File: src/rtl/phy_conf_seq_if.sv
// MIIM request/response bundle between the configuration sequencer and the MIIM master.
interface phy_conf_seq_if;
  logic        busy;
  logic [15:0] miim_rddata;
  logic        miim_rddata_valid;
  logic [4:0]  miim_phyad;
  logic [4:0]  miim_regad;
  logic [15:0] miim_wrdata;
  logic        miim_wren;
  logic        miim_rden;

  // Sequencer side: issues requests, observes completion.
  modport master (
    input  busy, miim_rddata, miim_rddata_valid,
    output miim_phyad, miim_regad, miim_wrdata, miim_wren, miim_rden
  );

  // MIIM master side: accepts requests, reports busy and read data.
  modport slave (
    output busy, miim_rddata, miim_rddata_valid,
    input  miim_phyad, miim_regad, miim_wrdata, miim_wren, miim_rden
  );
endinterface

File: src/rtl/phy_conf_seq.sv
// Script-driven MIIM configuration sequencer: runs NUM_OPS write / read-capture /
// read-verify / poll entries after reset or start, reporting done or the failing op.
module phy_conf_seq #(
  parameter int unsigned          NUM_OPS      = 4,
  parameter logic [4:0]           PHYAD        = 5'b00000,
  parameter logic [NUM_OPS*40-1:0] SCRIPT      = {
    {2'b11, 1'b0, 5'd1, 16'h0004, 16'h0004},
    {2'b10, 1'b0, 5'd0, 16'h0044, 16'hFFFF},
    {2'b01, 1'b0, 5'd2, 16'h0000, 16'h0000},
    {2'b00, 1'b0, 5'd0, 16'h0044, 16'h0000}
  },
  parameter int unsigned          START_DELAY  = 255,
  parameter int unsigned          MAX_RETRY    = 3,
  parameter int unsigned          MAX_POLL     = 16,
  parameter int unsigned          POLL_GAP     = 1000,
  parameter int unsigned          BUSY_TIMEOUT = 4096
) (
  input  logic                 clk,
  input  logic                 rstn,
  input  logic                 start,
  phy_conf_seq_if.master       miim,
  output logic                 done,
  output logic                 error,
  output logic [5:0]           err_idx,
  output logic [1:0]           err_code,
  output logic [15:0]          cap_data,
  output logic [5:0]           cap_idx,
  output logic                 cap_valid
);

  localparam int unsigned ENT_W = 40;
  localparam int unsigned IDX_W = 6;
  localparam int unsigned CNT_W = 32;
  localparam int unsigned ATT_W = 16;

  localparam logic [1:0] OP_WR   = 2'b00;
  localparam logic [1:0] OP_RC   = 2'b01;
  localparam logic [1:0] OP_RV   = 2'b10;
  localparam logic [1:0] OP_POLL = 2'b11;

  localparam logic [1:0] EC_VERIFY  = 2'b01;
  localparam logic [1:0] EC_POLL    = 2'b10;
  localparam logic [1:0] EC_TIMEOUT = 2'b11;

  typedef enum logic [2:0] {
    S_DELAY, S_FETCH, S_ISSUE, S_WAIT, S_CHECK, S_GAP, S_DONE, S_ERR
  } state_e;

  // Latched script entry; the reserved bit is never stored.
  typedef struct packed {
    logic [1:0]  op;
    logic [4:0]  regad;
    logic [15:0] data;
    logic [15:0] mask;
  } entry_t;

  state_e             state_q, state_d;
  logic [CNT_W-1:0]   cnt_q, cnt_d;
  logic [IDX_W-1:0]   op_idx_q, op_idx_d;
  logic [ATT_W-1:0]   att_q, att_d;
  entry_t             entry_q, entry_d;
  logic [15:0]        rd_data_q, rd_data_d;
  logic               seen_busy_q, seen_busy_d;

  logic [4:0]         phyad_q, phyad_d;
  logic [4:0]         regad_q, regad_d;
  logic [15:0]        wrdata_q, wrdata_d;
  logic               wren_q, wren_d;
  logic               rden_q, rden_d;
  logic               done_q, done_d;
  logic               error_q, error_d;
  logic [IDX_W-1:0]   err_idx_q, err_idx_d;
  logic [1:0]         err_code_q, err_code_d;
  logic [15:0]        cap_data_q, cap_data_d;
  logic [IDX_W-1:0]   cap_idx_q, cap_idx_d;
  logic               cap_valid_q, cap_valid_d;

  logic [31:0]        base_c;
  logic               rd_match_c;
  logic               op_complete_c;
  logic               advance_c;

  assign base_c     = ENT_W * 32'(op_idx_q);
  assign rd_match_c = ((rd_data_q & entry_q.mask) == (entry_q.data & entry_q.mask));

  // Next-state and registered-output logic for the script engine.
  always_comb begin
    state_d     = state_q;
    cnt_d       = cnt_q;
    op_idx_d    = op_idx_q;
    att_d       = att_q;
    entry_d     = entry_q;
    rd_data_d   = rd_data_q;
    seen_busy_d = seen_busy_q;
    phyad_d     = phyad_q;
    regad_d     = regad_q;
    wrdata_d    = wrdata_q;
    wren_d      = 1'b0;
    rden_d      = 1'b0;
    done_d      = done_q;
    error_d     = error_q;
    err_idx_d   = err_idx_q;
    err_code_d  = err_code_q;
    cap_data_d  = cap_data_q;
    cap_idx_d   = cap_idx_q;
    cap_valid_d = 1'b0;
    op_complete_c = 1'b0;
    advance_c     = 1'b0;

    case (state_q)
      S_DELAY: begin
        if (cnt_q == CNT_W'(START_DELAY)) begin
          cnt_d   = '0;
          state_d = S_FETCH;
        end else begin
          cnt_d = cnt_q + CNT_W'(1);
        end
      end

      S_FETCH: begin
        entry_d.op    = SCRIPT[base_c + 32'd38 +: 2];
        entry_d.regad = SCRIPT[base_c + 32'd32 +: 5];
        entry_d.data  = SCRIPT[base_c + 32'd16 +: 16];
        entry_d.mask  = SCRIPT[base_c +: 16];
        att_d         = '0;
        state_d       = S_ISSUE;
      end

      S_ISSUE: begin
        phyad_d     = PHYAD;
        regad_d     = entry_q.regad;
        wrdata_d    = entry_q.data;
        wren_d      = (entry_q.op == OP_WR);
        rden_d      = (entry_q.op != OP_WR);
        seen_busy_d = 1'b0;
        cnt_d       = '0;
        state_d     = S_WAIT;
      end

      S_WAIT: begin
        cnt_d = cnt_q + CNT_W'(1);
        if (miim.busy) seen_busy_d = 1'b1;
        if (entry_q.op == OP_WR) begin
          op_complete_c = seen_busy_q && !miim.busy;
        end else if (miim.miim_rddata_valid) begin
          op_complete_c = 1'b1;
          rd_data_d     = miim.miim_rddata;
        end
        if (op_complete_c) begin
          state_d = S_CHECK;
        end else if (cnt_q == CNT_W'(BUSY_TIMEOUT)) begin
          error_d    = 1'b1;
          err_idx_d  = op_idx_q;
          err_code_d = EC_TIMEOUT;
          state_d    = S_ERR;
        end
      end

      S_CHECK: begin
        case (entry_q.op)
          OP_WR: advance_c = 1'b1;
          OP_RC: begin
            cap_data_d  = rd_data_q;
            cap_idx_d   = op_idx_q;
            cap_valid_d = 1'b1;
            advance_c   = 1'b1;
          end
          OP_RV: begin
            if (rd_match_c) begin
              advance_c = 1'b1;
            end else if (att_q < ATT_W'(MAX_RETRY)) begin
              att_d   = att_q + ATT_W'(1);
              state_d = S_ISSUE;
            end else begin
              error_d    = 1'b1;
              err_idx_d  = op_idx_q;
              err_code_d = EC_VERIFY;
              state_d    = S_ERR;
            end
          end
          default: begin
            if (rd_match_c) begin
              advance_c = 1'b1;
            end else if ((att_q + ATT_W'(1)) < ATT_W'(MAX_POLL)) begin
              att_d   = att_q + ATT_W'(1);
              cnt_d   = '0;
              state_d = S_GAP;
            end else begin
              error_d    = 1'b1;
              err_idx_d  = op_idx_q;
              err_code_d = EC_POLL;
              state_d    = S_ERR;
            end
          end
        endcase
        if (advance_c) begin
          if (op_idx_q == IDX_W'(NUM_OPS - 1)) begin
            done_d  = 1'b1;
            state_d = S_DONE;
          end else begin
            op_idx_d = op_idx_q + IDX_W'(1);
            state_d  = S_FETCH;
          end
        end
      end

      S_GAP: begin
        if ((cnt_q + CNT_W'(1)) >= CNT_W'(POLL_GAP)) begin
          state_d = S_ISSUE;
        end else begin
          cnt_d = cnt_q + CNT_W'(1);
        end
      end

      S_DONE, S_ERR: begin
        if (start) begin
          done_d     = 1'b0;
          error_d    = 1'b0;
          err_code_d = 2'b00;
          op_idx_d   = '0;
          cnt_d      = '0;
          state_d    = S_DELAY;
        end
      end

      default: state_d = S_DELAY;
    endcase
  end

  // State and output registers; reset restarts from the delay phase.
  always_ff @(posedge clk or negedge rstn) begin
    if (!rstn) begin
      state_q     <= S_DELAY;
      cnt_q       <= '0;
      op_idx_q    <= '0;
      att_q       <= '0;
      entry_q     <= '0;
      rd_data_q   <= '0;
      seen_busy_q <= 1'b0;
      phyad_q     <= '0;
      regad_q     <= '0;
      wrdata_q    <= '0;
      wren_q      <= 1'b0;
      rden_q      <= 1'b0;
      done_q      <= 1'b0;
      error_q     <= 1'b0;
      err_idx_q   <= '0;
      err_code_q  <= '0;
      cap_data_q  <= '0;
      cap_idx_q   <= '0;
      cap_valid_q <= 1'b0;
    end else begin
      state_q     <= state_d;
      cnt_q       <= cnt_d;
      op_idx_q    <= op_idx_d;
      att_q       <= att_d;
      entry_q     <= entry_d;
      rd_data_q   <= rd_data_d;
      seen_busy_q <= seen_busy_d;
      phyad_q     <= phyad_d;
      regad_q     <= regad_d;
      wrdata_q    <= wrdata_d;
      wren_q      <= wren_d;
      rden_q      <= rden_d;
      done_q      <= done_d;
      error_q     <= error_d;
      err_idx_q   <= err_idx_d;
      err_code_q  <= err_code_d;
      cap_data_q  <= cap_data_d;
      cap_idx_q   <= cap_idx_d;
      cap_valid_q <= cap_valid_d;
    end
  end

  assign miim.miim_phyad  = phyad_q;
  assign miim.miim_regad  = regad_q;
  assign miim.miim_wrdata = wrdata_q;
  assign miim.miim_wren   = wren_q;
  assign miim.miim_rden   = rden_q;
  assign done             = done_q;
  assign error            = error_q;
  assign err_idx          = err_idx_q;
  assign err_code         = err_code_q;
  assign cap_data         = cap_data_q;
  assign cap_idx          = cap_idx_q;
  assign cap_valid        = cap_valid_q;

endmodule

File: src/flat_wrapper.sv
// flat-port wrapper written by rule: the top's interface ports become plain ports
module phy_conf_seq_flat 
#(
  parameter int unsigned          NUM_OPS      = 4,
  parameter logic [4:0]           PHYAD        = 5'b00000,
  parameter logic [NUM_OPS*40-1:0] SCRIPT      = {
    {2'b11, 1'b0, 5'd1, 16'h0004, 16'h0004},
    {2'b10, 1'b0, 5'd0, 16'h0044, 16'hFFFF},
    {2'b01, 1'b0, 5'd2, 16'h0000, 16'h0000},
    {2'b00, 1'b0, 5'd0, 16'h0044, 16'h0000}
  },
  parameter int unsigned          START_DELAY  = 255,
  parameter int unsigned          MAX_RETRY    = 3,
  parameter int unsigned          MAX_POLL     = 16,
  parameter int unsigned          POLL_GAP     = 1000,
  parameter int unsigned          BUSY_TIMEOUT = 4096
)
  (clk, rstn, start, done, error, err_idx, err_code, cap_data, cap_idx, cap_valid, miim_busy, miim_miim_rddata, miim_miim_rddata_valid, miim_miim_phyad, miim_miim_regad, miim_miim_wrdata, miim_miim_wren, miim_miim_rden);
  phy_conf_seq_if miim_i ();
  input  logic clk;
  input  logic rstn;
  input  logic start;
  output logic done;
  output logic error;
  output logic [5:0] err_idx;
  output logic [1:0] err_code;
  output logic [15:0] cap_data;
  output logic [5:0] cap_idx;
  output logic cap_valid;
  input wire logic [$bits(miim_i.busy)-1:0] miim_busy;
  input wire logic [$bits(miim_i.miim_rddata)-1:0] miim_miim_rddata;
  input wire logic [$bits(miim_i.miim_rddata_valid)-1:0] miim_miim_rddata_valid;
  output wire logic [$bits(miim_i.miim_phyad)-1:0] miim_miim_phyad;
  output wire logic [$bits(miim_i.miim_regad)-1:0] miim_miim_regad;
  output wire logic [$bits(miim_i.miim_wrdata)-1:0] miim_miim_wrdata;
  output wire logic [$bits(miim_i.miim_wren)-1:0] miim_miim_wren;
  output wire logic [$bits(miim_i.miim_rden)-1:0] miim_miim_rden;
  assign miim_i.busy = miim_busy;
  assign miim_i.miim_rddata = miim_miim_rddata;
  assign miim_i.miim_rddata_valid = miim_miim_rddata_valid;
  assign miim_miim_phyad = miim_i.miim_phyad;
  assign miim_miim_regad = miim_i.miim_regad;
  assign miim_miim_wrdata = miim_i.miim_wrdata;
  assign miim_miim_wren = miim_i.miim_wren;
  assign miim_miim_rden = miim_i.miim_rden;
  phy_conf_seq #(.NUM_OPS(NUM_OPS), .PHYAD(PHYAD), .SCRIPT(SCRIPT), .START_DELAY(START_DELAY), .MAX_RETRY(MAX_RETRY), .MAX_POLL(MAX_POLL), .POLL_GAP(POLL_GAP), .BUSY_TIMEOUT(BUSY_TIMEOUT)) u_core (.clk(clk), .rstn(rstn), .start(start), .miim(miim_i), .done(done), .error(error), .err_idx(err_idx), .err_code(err_code), .cap_data(cap_data), .cap_idx(cap_idx), .cap_valid(cap_valid));
endmodule
File: config.mk
export PLATFORM = sky130hd
export DESIGN_NAME = phy_conf_seq_flat
export DESIGN_NICKNAME = d
export VERILOG_FILES = /design/src/rtl/phy_conf_seq_if.sv /design/src/rtl/phy_conf_seq.sv /design/src/flat_wrapper.sv
export SDC_FILE = /design/constraint.sdc
export NUM_CORES = 1
export LEC_CHECK = 0
export BUFFER_PORTS_ARGS = -buffer_cell sky130_fd_sc_hd__buf_2
export CAP_MARGIN = 20
export CORE_UTILIZATION = 45
export CTS_CLUSTER_DIAMETER = 150
export DETAILED_ROUTE_END_ITERATION = 7
export SYNTH_ARGS = -nofsm -noshare
export SYNTH_HDL_FRONTEND = slang
export SYNTH_SLANG_ARGS = --single-unit
export TNS_END_PERCENT = 30
File: constraint.sdc
create_clock -name clk -period 9.4 [get_ports clk]
set_input_delay 1.41 -clock clk [delete_from_list [all_inputs] [get_ports clk]]
set_output_delay 1.41 -clock clk [all_outputs]
set_load 0.05 [all_outputs]
==> implementation parameters <==
Parameter                              Value

Synthesis
  Count of mapped cells out of synthesis    around 720
  Area share of the largest cell type after synthesis    around 44%
  Primary flip-flop cell chosen by synthesis mapping    sky130_fd_sc_hd__dfrtp_1
  Number of synthesized flops with an enable pin    0
  Fraction of registers with async set/reset    100%
  Warnings from Yosys    0
  Sequential element share of the synthesized area    44.1%
  Library cell occupying the most area in the post-synthesis netlist    sky130_fd_sc_hd__dfrtp_1
  Netlist cell types    between 60 and 70
  Netlist area before placement    around 6800 µm²
  Synth Area per Inst    approximately 9.5 µm²
  #FFs+latches synth    120
  Top cells by area in the synthesized netlist    sky130_fd_sc_hd__dfrtp_1, sky130_fd_sc_hd__mux2_2, sky130_fd_sc_hd__o31ai_1

Floorplan
  Number of rows in the core area    44
  Area of the die    ~16000 µm²
  Number of placed I/O pins    82
  Std-Cell Core Area    ~15000 µm²
  Die width    125 µm
  Die height    125 µm
  Initial Util    ~47%

Critical path
  Dominant cell type by count on the critical path    sky130_fd_sc_hd__or4_1
  Sum of buffers and inverters on the critical path    1
  Critical Path Start Type    register
  Critical path class    reg -> reg
  CP max FO    18
  Endpoint type of the worst setup path    register
  Crit path required time    around 9700 ps
  Slowest stage delay, CP    between 800 and 900 ps
  Critical-path top delay cell    sky130_fd_sc_hd__or4_1
  Arr. time, crit path    about 4600 ps
  Cells traversed along the worst timing path    nand3_1, or4_1, or4_1, xor2_1, and4_1, a31oi_2, buf_4, or2_1, o21ai_0
  Crit-path leading delay family    simple AND/OR/NAND/NOR gates

Layout
  Most frequent standard cell in the layout excluding fill and tap cells    sky130_fd_sc_hd__dfrtp_1
  Final-stage net count    between 700 and 800
  Area Overhead vs Synth    12.8%
  Commonest cells after routing, fill and taps aside    sky130_fd_sc_hd__dfrtp_1, sky130_fd_sc_hd__buf_2, sky130_fd_sc_hd__nand2_1, sky130_fd_sc_hd__mux2_2, sky130_fd_sc_hd__o31ai_1
  Antenna cell count    0
  Fraction of layout instances using a drive strength above 1    about a fifth

Clocking
  Num CTS Buffers    17
  Number of H-tree levels    4
  Clk sink count    120
  # Post-CTS Setup Buffers    0
  Clock Tree Buf Depth    2
  CTS tree    done
  # hold bufs at CTS    0
  Post-cts sizing count    0
  Clock-pin slew on the worst setup and hold paths    about 60 ps
  Clock latency at the later pin of the worst-skew pair    between 400 and 500 ps
  Clock Tree Root    sky130_fd_sc_hd__clkbuf_16

Job
  Max-capacitance violation count    0

STA
  Period Utilization, post-route    around 45%
  Final Hold Viols    0
  RSZ-0062 raised after global routing    false
  Fmax achieved    between 200 and 250 MHz
  Setup violators final    0
  Slew @ Worst Pin    about 980 ps
  Sum of negative setup slack    0 ps
  Final Max Slew Viols    0
  Worst slew margin    between 30% and 40%
  Setup Skew    approximately 9.2 ps
  Clock period minus worst slack    about 4300 ps

Place
  RD Place Congestion    between 0.8 and 0.9
  Dpl hpwl    about 11000 µm
  Port buffer count    59

Drt
  Number of detailed-route iterations in the first pass    8
  Number of vias in the routed layout    ~5800
  Per-cell routed wire length    approximately 18 µm
  Number of vias per cell    6.10
  Iteration-0 DRC count of the detailed router    roughly 570
  Overall routed net length    17000 µm
  Number of DRC violations after detailed routing    2
  Antenna Violating Nets Remaining    0

Global routing
  Number of antenna violations at the first check in global routing    0
  Pin count of the biggest net entering global routing    79
  Global-route wire length before repair    28300 µm
  Total congestion overflow    0
  Combined global-route utilization of all metal layers    ~23%
  Vias in the first global route    about 5600

Pwr
  Pwr Total    about 0.0023 W
  Maximum VDD drop    approximately 180 µV
  Static leakage    3.38 nW
  Power per cell area    294 nW/µm²

Outcome
  Violated checks    DRC
  Result of the run    finished, violations left

Min path
  Class of the most critical hold timing path    reg -> reg
==> stage by stage <==
stage	hold WS, ps	utilization [%]	setup WS [ps]	std cells	instance area [µm²]
after global placement	472	48.3	5390	912	7070
after floorplan	443	-	6360	740	6890
after global routing	522	52.5	4840	945	7680
after CTS	491	52.4	5240	944	7670
after detailed placement	479	48.3	5250	912	7070
final	487	52.5	5130	945	7680
==> final cells by class <==
class	instances	area (µm²)
fillers	1298	6960
repair buffers	65	350
well taps	184	230
multi-input cells	528	3440
clock buffers	18	439
clock inverters	14	161
inverters	16	60.1
flip-flops and latches	120	3000
==> worst paths after layout <==
check	slack (ps)	end	cells after the start	from
max	5130	u_core.cnt_q[1]	9	u_core.cnt_q[3]
min	490	u_core.error	1	u_core.error
max reg2reg	5130	u_core.cnt_q[1]	9	u_core.cnt_q[3]
min reg2reg	490	u_core.error	1	u_core.error
max in group asynchronous	7050	u_core.cnt_q[13]	2	rstn
min in group asynchronous	980	u_core.cnt_q[18]	1	rstn
==> per-layer routing <==
| layer | wire length (µm) | part of all wire (%) | global-route usage [%] |
|---|---|---|---|
| met3 | 1130 | 6.6 | 6.38 |
| met2 | 7920 | 47 | 35.6 |
| met5 | 0 | 0 | 0 |
| met4 | 130 | 0.77 | 6.60 |
| met1 | 7800 | 46 | 30.6 |
==> synth_stat cells (all sizes together) (15+ instances only) <==
cell type and n:
dfrtp 120, nand2 52, mux2 51, o31ai 50, nor2 46, o21ai 46
clkbuf 40, buf 36, nand3 36, nor4 25, nor3 20, inv 16
nand4 16, and2 15
==> worst register-to-register path: cells and delay by family (launching register included) <==
family                 cells  cell delay [ps]
AND/OR/NAND/NOR            5             2260
AO/OA/AOI/OAI              2              810
flip-flops                 1              530
buffers and inverters      1              380
XOR/XNOR                   1              170
==> power breakdown <==
| group | switching (W) | internal (W) |
|---|---|---|
| combinational | 0.000575 | 0.000247 |
| clock | 0.000259 | 0.000404 |
| sequential | 0.000130 | 0.000641 |
==> flip-flops by register name (all words and copies together), names as in the netlist, 6 cells and up <==
| name | cells |
|---|---|
| u_core.cnt_q | 32 |
| u_core.att_q | 16 |
| u_core.cap_data | 16 |
| u_core.rd_data_q | 16 |
| u_core.entry_q | 7 |
| u_core.cap_idx | 6 |
| u_core.err_idx | 6 |
| u_core.op_idx_q | 6 |
==> cells by family after synthesis <==
group	after synthesis	share of synthesized area (%)
and+or+nand+nor	276	21.6
DFF	120	44.1
buffers and inverters	92	6.76
xor gates and xnor gates	8	1.03
AOI/OAI and AO/OA	163	16.7
adders and majority gates	4	0.735
other	1	0.0550
muxes	55	9.02
Note: power is estimated with default switching activity, not from simulation.
